**config.mk**
```make
export PLATFORM = sky130hd
export DESIGN_NAME = ram_arbiter
export DESIGN_NICKNAME = d
export VERILOG_FILES = /design/src/rtl/ram_arbiter_pkg.sv /design/src/rtl/arb_starve_ctl.sv /design/src/rtl/ram_arbiter.sv
export SDC_FILE = /design/constraint.sdc
export NUM_CORES = 1
export LEC_CHECK = 0
export CELL_PAD_IN_SITES_DETAIL_PLACEMENT = 0
export CELL_PAD_IN_SITES_GLOBAL_PLACEMENT = 1
export CORE_UTILIZATION = 24
export CTS_CLUSTER_DIAMETER = 100
export DETAILED_ROUTE_END_ITERATION = 16
export GPL_ROUTABILITY_DRIVEN = 0
export GPL_TIMING_DRIVEN = 0
export MAX_ROUTING_LAYER = met4
export PLACE_DENSITY_LB_ADDON = 0.3
export SLEW_MARGIN = 20
export SYNTH_ARGS = -nofsm -noshare
export SYNTH_HDL_FRONTEND = slang
export SYNTH_SLANG_ARGS = --single-unit
export TNS_END_PERCENT = 1
```
**constraint.sdc**
```tcl
create_clock -name clk_i -period 7.5 [get_ports clk_i]
set_clock_uncertainty 0.2 [all_clocks]
set_input_delay 1.875 -clock clk_i [delete_from_list [all_inputs] [get_ports clk_i]]
set_output_delay 1.875 -clock clk_i [all_outputs]
set_load 0.01 [all_outputs]
```
**src/rtl/ram_arbiter_pkg.sv**
```systemverilog
// Shared memory definitions: RAM flag codes, arbiter widths and owner-state encoding.
package ram_arbiter_pkg;

  localparam int unsigned DATA_W  = 32;
  localparam int unsigned WFLAG_W = 2;
  localparam int unsigned RFLAG_W = 3;
  localparam int unsigned CNT_W   = 4;

  localparam logic [WFLAG_W-1:0] WFLAG_NONE = 2'd0;
  localparam logic [WFLAG_W-1:0] WFLAG_WORD = 2'd3;
  localparam logic [RFLAG_W-1:0] RFLAG_NONE = 3'd0;
  localparam logic [RFLAG_W-1:0] RFLAG_WORD = 3'd3;

  typedef enum logic [1:0] {
    ST_IDLE = 2'd0,
    ST_CPU  = 2'd1,
    ST_DMA  = 2'd2
  } arb_state_e;

endpackage

```
**src/rtl/arb_starve_ctl.sv**
```systemverilog
// Per-cycle CPU/DMA grant with a saturating DMA starvation counter and a debug owner FSM.
module arb_starve_ctl
  import ram_arbiter_pkg::*;
#(
  parameter int unsigned STARVE_LIMIT = 4
) (
  input  logic             clk_i,
  input  logic             rst_i,
  input  logic             cpu_req_i,
  input  logic             dma_req_i,
  output logic             cpu_gnt_o,
  output logic             dma_gnt_o,
  output logic [CNT_W-1:0] starve_cnt_o,
  output logic [1:0]       state_o
);

  localparam logic [CNT_W-1:0] LIMIT = CNT_W'(STARVE_LIMIT);

  logic [CNT_W-1:0] starve_q, starve_d;
  arb_state_e       state_q, state_d;
  logic             cpu_gnt, dma_gnt;

  // Grant, starvation counter next value and owner next state.
  always_comb begin
    cpu_gnt  = 1'b0;
    dma_gnt  = 1'b0;
    starve_d = starve_q;
    state_d  = ST_IDLE;
    if (!rst_i) begin
      dma_gnt = dma_req_i && (!cpu_req_i || (starve_q == LIMIT));
      cpu_gnt = cpu_req_i && !dma_gnt;
    end
    if (!dma_req_i || dma_gnt) begin
      starve_d = '0;
    end else if (starve_q != LIMIT) begin
      starve_d = starve_q + CNT_W'(1);
    end
    if (dma_gnt) begin
      state_d = ST_DMA;
    end else if (cpu_gnt) begin
      state_d = ST_CPU;
    end
  end

  always_ff @(posedge clk_i) begin
    if (rst_i) begin
      starve_q <= '0;
      state_q  <= ST_IDLE;
    end else begin
      starve_q <= starve_d;
      state_q  <= state_d;
    end
  end

  assign cpu_gnt_o    = cpu_gnt;
  assign dma_gnt_o    = dma_gnt;
  assign starve_cnt_o = starve_q;
  assign state_o      = state_q;

endmodule

```
**src/rtl/ram_arbiter.sv**
```systemverilog
// Shares one RAM port between the CPU ME stage and a DMA/loader, with DMA read return and stall counting.
module ram_arbiter
  import ram_arbiter_pkg::*;
#(
  parameter int unsigned STARVE_LIMIT = 4,
  parameter int unsigned AW           = 32
) (
  input  logic               clk_i,
  input  logic               rst_i,
  input  logic [AW-1:0]      cpu_addr_i,
  input  logic [DATA_W-1:0]  cpu_wdata_i,
  input  logic [WFLAG_W-1:0] cpu_wflag_i,
  input  logic [RFLAG_W-1:0] cpu_rflag_i,
  output logic [DATA_W-1:0]  cpu_rdata_o,
  output logic               cpu_stall_o,
  input  logic               dma_req_i,
  input  logic               dma_we_i,
  input  logic [AW-1:0]      dma_addr_i,
  input  logic [DATA_W-1:0]  dma_wdata_i,
  output logic               dma_gnt_o,
  output logic               dma_rvalid_o,
  output logic [DATA_W-1:0]  dma_rdata_o,
  output logic [AW-1:0]      ram_addr_o,
  output logic [DATA_W-1:0]  ram_wdata_o,
  output logic [WFLAG_W-1:0] ram_wflag_o,
  output logic [RFLAG_W-1:0] ram_rflag_o,
  input  logic [DATA_W-1:0]  ram_rdata_i,
  output logic [DATA_W-1:0]  stall_cycles_o,
  output logic [CNT_W-1:0]   starve_cnt_o,
  output logic [1:0]         state_o
);

  logic              cpu_req, cpu_gnt, dma_gnt, cpu_stall;
  logic              rvalid_q, rvalid_d;
  logic [DATA_W-1:0] rdata_q, rdata_d;
  logic [DATA_W-1:0] stall_q, stall_d;

  assign cpu_req = (cpu_wflag_i != WFLAG_NONE) || (cpu_rflag_i != RFLAG_NONE);

  arb_starve_ctl #(
    .STARVE_LIMIT (STARVE_LIMIT)
  ) u_ctl (
    .clk_i        (clk_i),
    .rst_i        (rst_i),
    .cpu_req_i    (cpu_req),
    .dma_req_i    (dma_req_i),
    .cpu_gnt_o    (cpu_gnt),
    .dma_gnt_o    (dma_gnt),
    .starve_cnt_o (starve_cnt_o),
    .state_o      (state_o)
  );

  assign cpu_stall = cpu_req && dma_gnt;

  // RAM port mux; a denied CPU store never reaches the port.
  always_comb begin
    ram_addr_o  = '0;
    ram_wdata_o = '0;
    ram_wflag_o = WFLAG_NONE;
    ram_rflag_o = RFLAG_NONE;
    cpu_rdata_o = '0;
    if (dma_gnt) begin
      ram_addr_o  = dma_addr_i;
      ram_wdata_o = dma_wdata_i;
      if (dma_we_i) begin
        ram_wflag_o = WFLAG_WORD;
      end else begin
        ram_rflag_o = RFLAG_WORD;
      end
    end else if (cpu_gnt) begin
      ram_addr_o  = cpu_addr_i;
      ram_wdata_o = cpu_wdata_i;
      ram_wflag_o = cpu_wflag_i;
      ram_rflag_o = cpu_rflag_i;
      cpu_rdata_o = ram_rdata_i;
    end
  end

  always_comb begin
    rvalid_d = dma_gnt && !dma_we_i;
    rdata_d  = rvalid_d ? ram_rdata_i : rdata_q;
    stall_d  = cpu_stall ? stall_q + DATA_W'(1) : stall_q;
  end

  always_ff @(posedge clk_i) begin
    if (rst_i) begin
      rvalid_q <= 1'b0;
      rdata_q  <= '0;
      stall_q  <= '0;
    end else begin
      rvalid_q <= rvalid_d;
      rdata_q  <= rdata_d;
      stall_q  <= stall_d;
    end
  end

  // A read granted just before reset must not report valid during the reset cycle.
  assign dma_rvalid_o   = rvalid_q && !rst_i;
  assign dma_rdata_o    = rdata_q;
  assign cpu_stall_o    = cpu_stall;
  assign dma_gnt_o      = dma_gnt;
  assign stall_cycles_o = stall_q;

endmodule

```
==> results_dict.tcl <==
set metrics [dict create \
    synth_top_area_share_pct 34.9 \
    setup_violations 0 \
    synth-seq-cells 71 \
    drive_gt1_share_pct 8.79 \
    timing.hold.ws_ps 289 \
    fin_nets 976 \
    synthTopCellsByArea "dfxtp_1 35%, a22o_1 14%, mux2_2 12%" \
    fp.dieH_um 132 \
    p_total_mw 1.04 \
    grt_usage_pct 21.8 \
    fin_tns_setup_ps 0 \
    yosys.area.top_type "dfxtp_1" \
    first_global_vias 5155 \
    utilization_pct 48.6 \
    fin_crit_ps 6970 \
    cts_max_path_buffers 2 \
    syn-cell-area_sq_mm 0.00407 \
    p_leak_nw 3.07 \
    endpoint_kind "output port" \
    ir_worst_vdd_mv 0.134 \
    place_ws_ps 504 \
    vias 4940 \
    rows 47 \
    maxSlewHeadroom_pct 59.3 \
    path_class "primary input to output port" \
    cts.sinks 71 \
    yosys_warnings 0 \
    drv_slew 0 \
    die_area_sq_mm 0.0175 \
    cts_resized 0 \
    drt_wl_total_mm 18.7 \
    maxCapViolations 0 \
    grt_max_degree 12 \
    root_buffer "clkbuf_16" \
    clk_transition_reported_paths_ps 50 \
    cts_tree "done" \
    finalNonFillerCells 1028 \
    drt_iter0_drc 165 \
    cts_hold_buf 0 \
    status "finished, final reports clean" \
    fin_crit_sh_pct 93.0 \
    fillers 1551 \
    synth.distinct_cells 39 \
    dp_hpwl_mm 15.0 \
    ios 343 \
    grt_remaining_overflow 0 \
    path_max_fanout 10 \
    cp_data_required_time_ps 5430 \
    cts_made_buffers 9 \
    num_antenna_cells 0 \
    grt_pass1_wl_mm 28.7 \
    clkLatencyLatePin_ps 340 \
    portBuffers 342 \
    drtAntennaViolNets 0 \
    syn_nets 623 \
    start_util_pct 24.5 \
    postPlaceCellArea_sq_mm 0.00777 \
    max_clock_freq_mhz 143 \
    dr.pass1.iters 4 \
    drc_errors 0 \
    syn_to_final_growth_pct 98.0 \
    multiInputGateArea_sq_mm 0.00244 \
    layout_setup_ws_ps 525 \
    hold_viol 0 \
    max_slew.worst_pin.slew_ps 610 \
    cts_max_level 3 \
    rsz0062_at_grt "false" \
    powerDensity_mw_per_mm2 129 \
    core-area_sq_mm 0.0166 \
    die_x_um 132 \
    syn-instance-count 451 \
    vias_per_cell 4.81 \
    design_area_sq_mm 0.00806 \
    dpl.cell_count 1013 \
    min_path_type "flop to flop" \
    critical_path_arrival_ps 4900 \
    wire_per_inst_um 18.2 \
    post_cts_buffers 0 \
    regArea_sq_mm 0.00142 \
    critPathLaunchType "primary input" \
    final_cell_mix "342 x clkdlybuf4s50_1, 71 x dfxtp_1, 66 x a22o_1" \
    rrSetupSlack_ps 4920 \
    seq_area_frac_synth_pct 34.9 \
    final_common_cell "clkdlybuf4s50_1" \
    synth_area_per_cell_sq_um 9.02 \
    antenna_found_initial 0 \
]
==> cell usage after synthesis, drive strengths merged <==
| cell | count |
|---|---|
| clkbuf | 29 |
| dfxtp | 71 |
| or3 | 9 |
| a22o | 66 |
| and4 | 4 |
| a211oi | 1 |
| nor4 | 9 |
| o21ai | 9 |
| mux2i | 1 |
| nand3 | 11 |
| a21o | 2 |
| or4 | 11 |
| nand3b | 2 |
| buf | 11 |
| nor2 | 20 |
| or2 | 3 |
| mux2 | 44 |
| and2 | 4 |
| nor3 | 4 |
| nand2 | 7 |
| a21oi | 22 |
| nand2b | 2 |
| o31ai | 9 |
| nor2b | 43 |
| inv | 8 |
| xnor2 | 2 |
| and4b | 1 |
| or4b | 1 |
| nand4 | 6 |
| ha | 3 |
| a21boi | 1 |
| and3 | 32 |
| o211ai | 2 |
| nor4b | 1 |
==> path summary, 6_finish.rpt <==
| kind | depth (start not counted) | from | endpoint |
|---|---|---|---|
| min | 1 | u_ctl.starve_cnt_o[0] | u_ctl.starve_cnt_o[0] |
| max | 9 | cpu_wflag_i[0] | ram_addr_o[15] |
| min reg2reg | 1 | u_ctl.starve_cnt_o[0] | u_ctl.starve_cnt_o[0] |
| max reg2reg | 7 | u_ctl.starve_cnt_o[0] | stall_cycles_o[26] |
==> sequential cells by signal (all words and copies together) (netlist names) <==
| register | flops |
|---|---|
| u_ctl.starve_cnt_o | 4 |
| stall_cycles_o | 32 |
| rvalid_q | 1 |
| dma_rdata_o | 32 |
| u_ctl.state_o | 2 |
==> area by class of cell <==
class,count,area share (%)
inverters,8,0.373
plain buffers,40,2.25
clock buffers,12,3.06
well taps,220,3.42
multi-input cells,332,30.2
clock inverters,3,0.543
flip-flops and latches,71,17.6
repair buffers,342,42.5
==> power by group <==
group | internal [mW] | total, mW | switching, mW
combinational | 0.153 | 0.235 | 0.0815
clock | 0.265 | 0.428 | 0.163
sequential | 0.379 | 0.380 | 0.00124
==> per-layer routing <==
metal | GRT usage, % | up-vias | part of all wire, %
met4 | 5.24 | 0 | 1.1
met3 | 7.34 | 14 | 8.7
met2 | 36.5 | 233 | 49
met1 | 24.9 | 2299 | 41
met5 | - | - | 0
li1 | - | 2394 | -
==> logic make-up (layout without fill, tap and decap cells) <==
family	Yosys count	after routing	synth area share, %
buffers and inverters	48	405	5.20
adder cells (fa/ha/maj)	3	3	0.923
XOR/XNOR	2	2	0.431
flip-flops	71	71	34.9
AND/OR/NAND/NOR	170	170	25.0
multiplexers	45	45	12.4
AO/OA/AOI/OAI	112	112	21.1
==> critical path, cell delays in order <==
cell and delay (ps):
clkdlybuf4s50_1 420, or4_4 570, or2_1 220, buf_2 190, a21oi_1 290, buf_2 320, buf_2 260, a22o_1 170
clkdlybuf4s50_1 570
(Power assumes the default switching activity.)
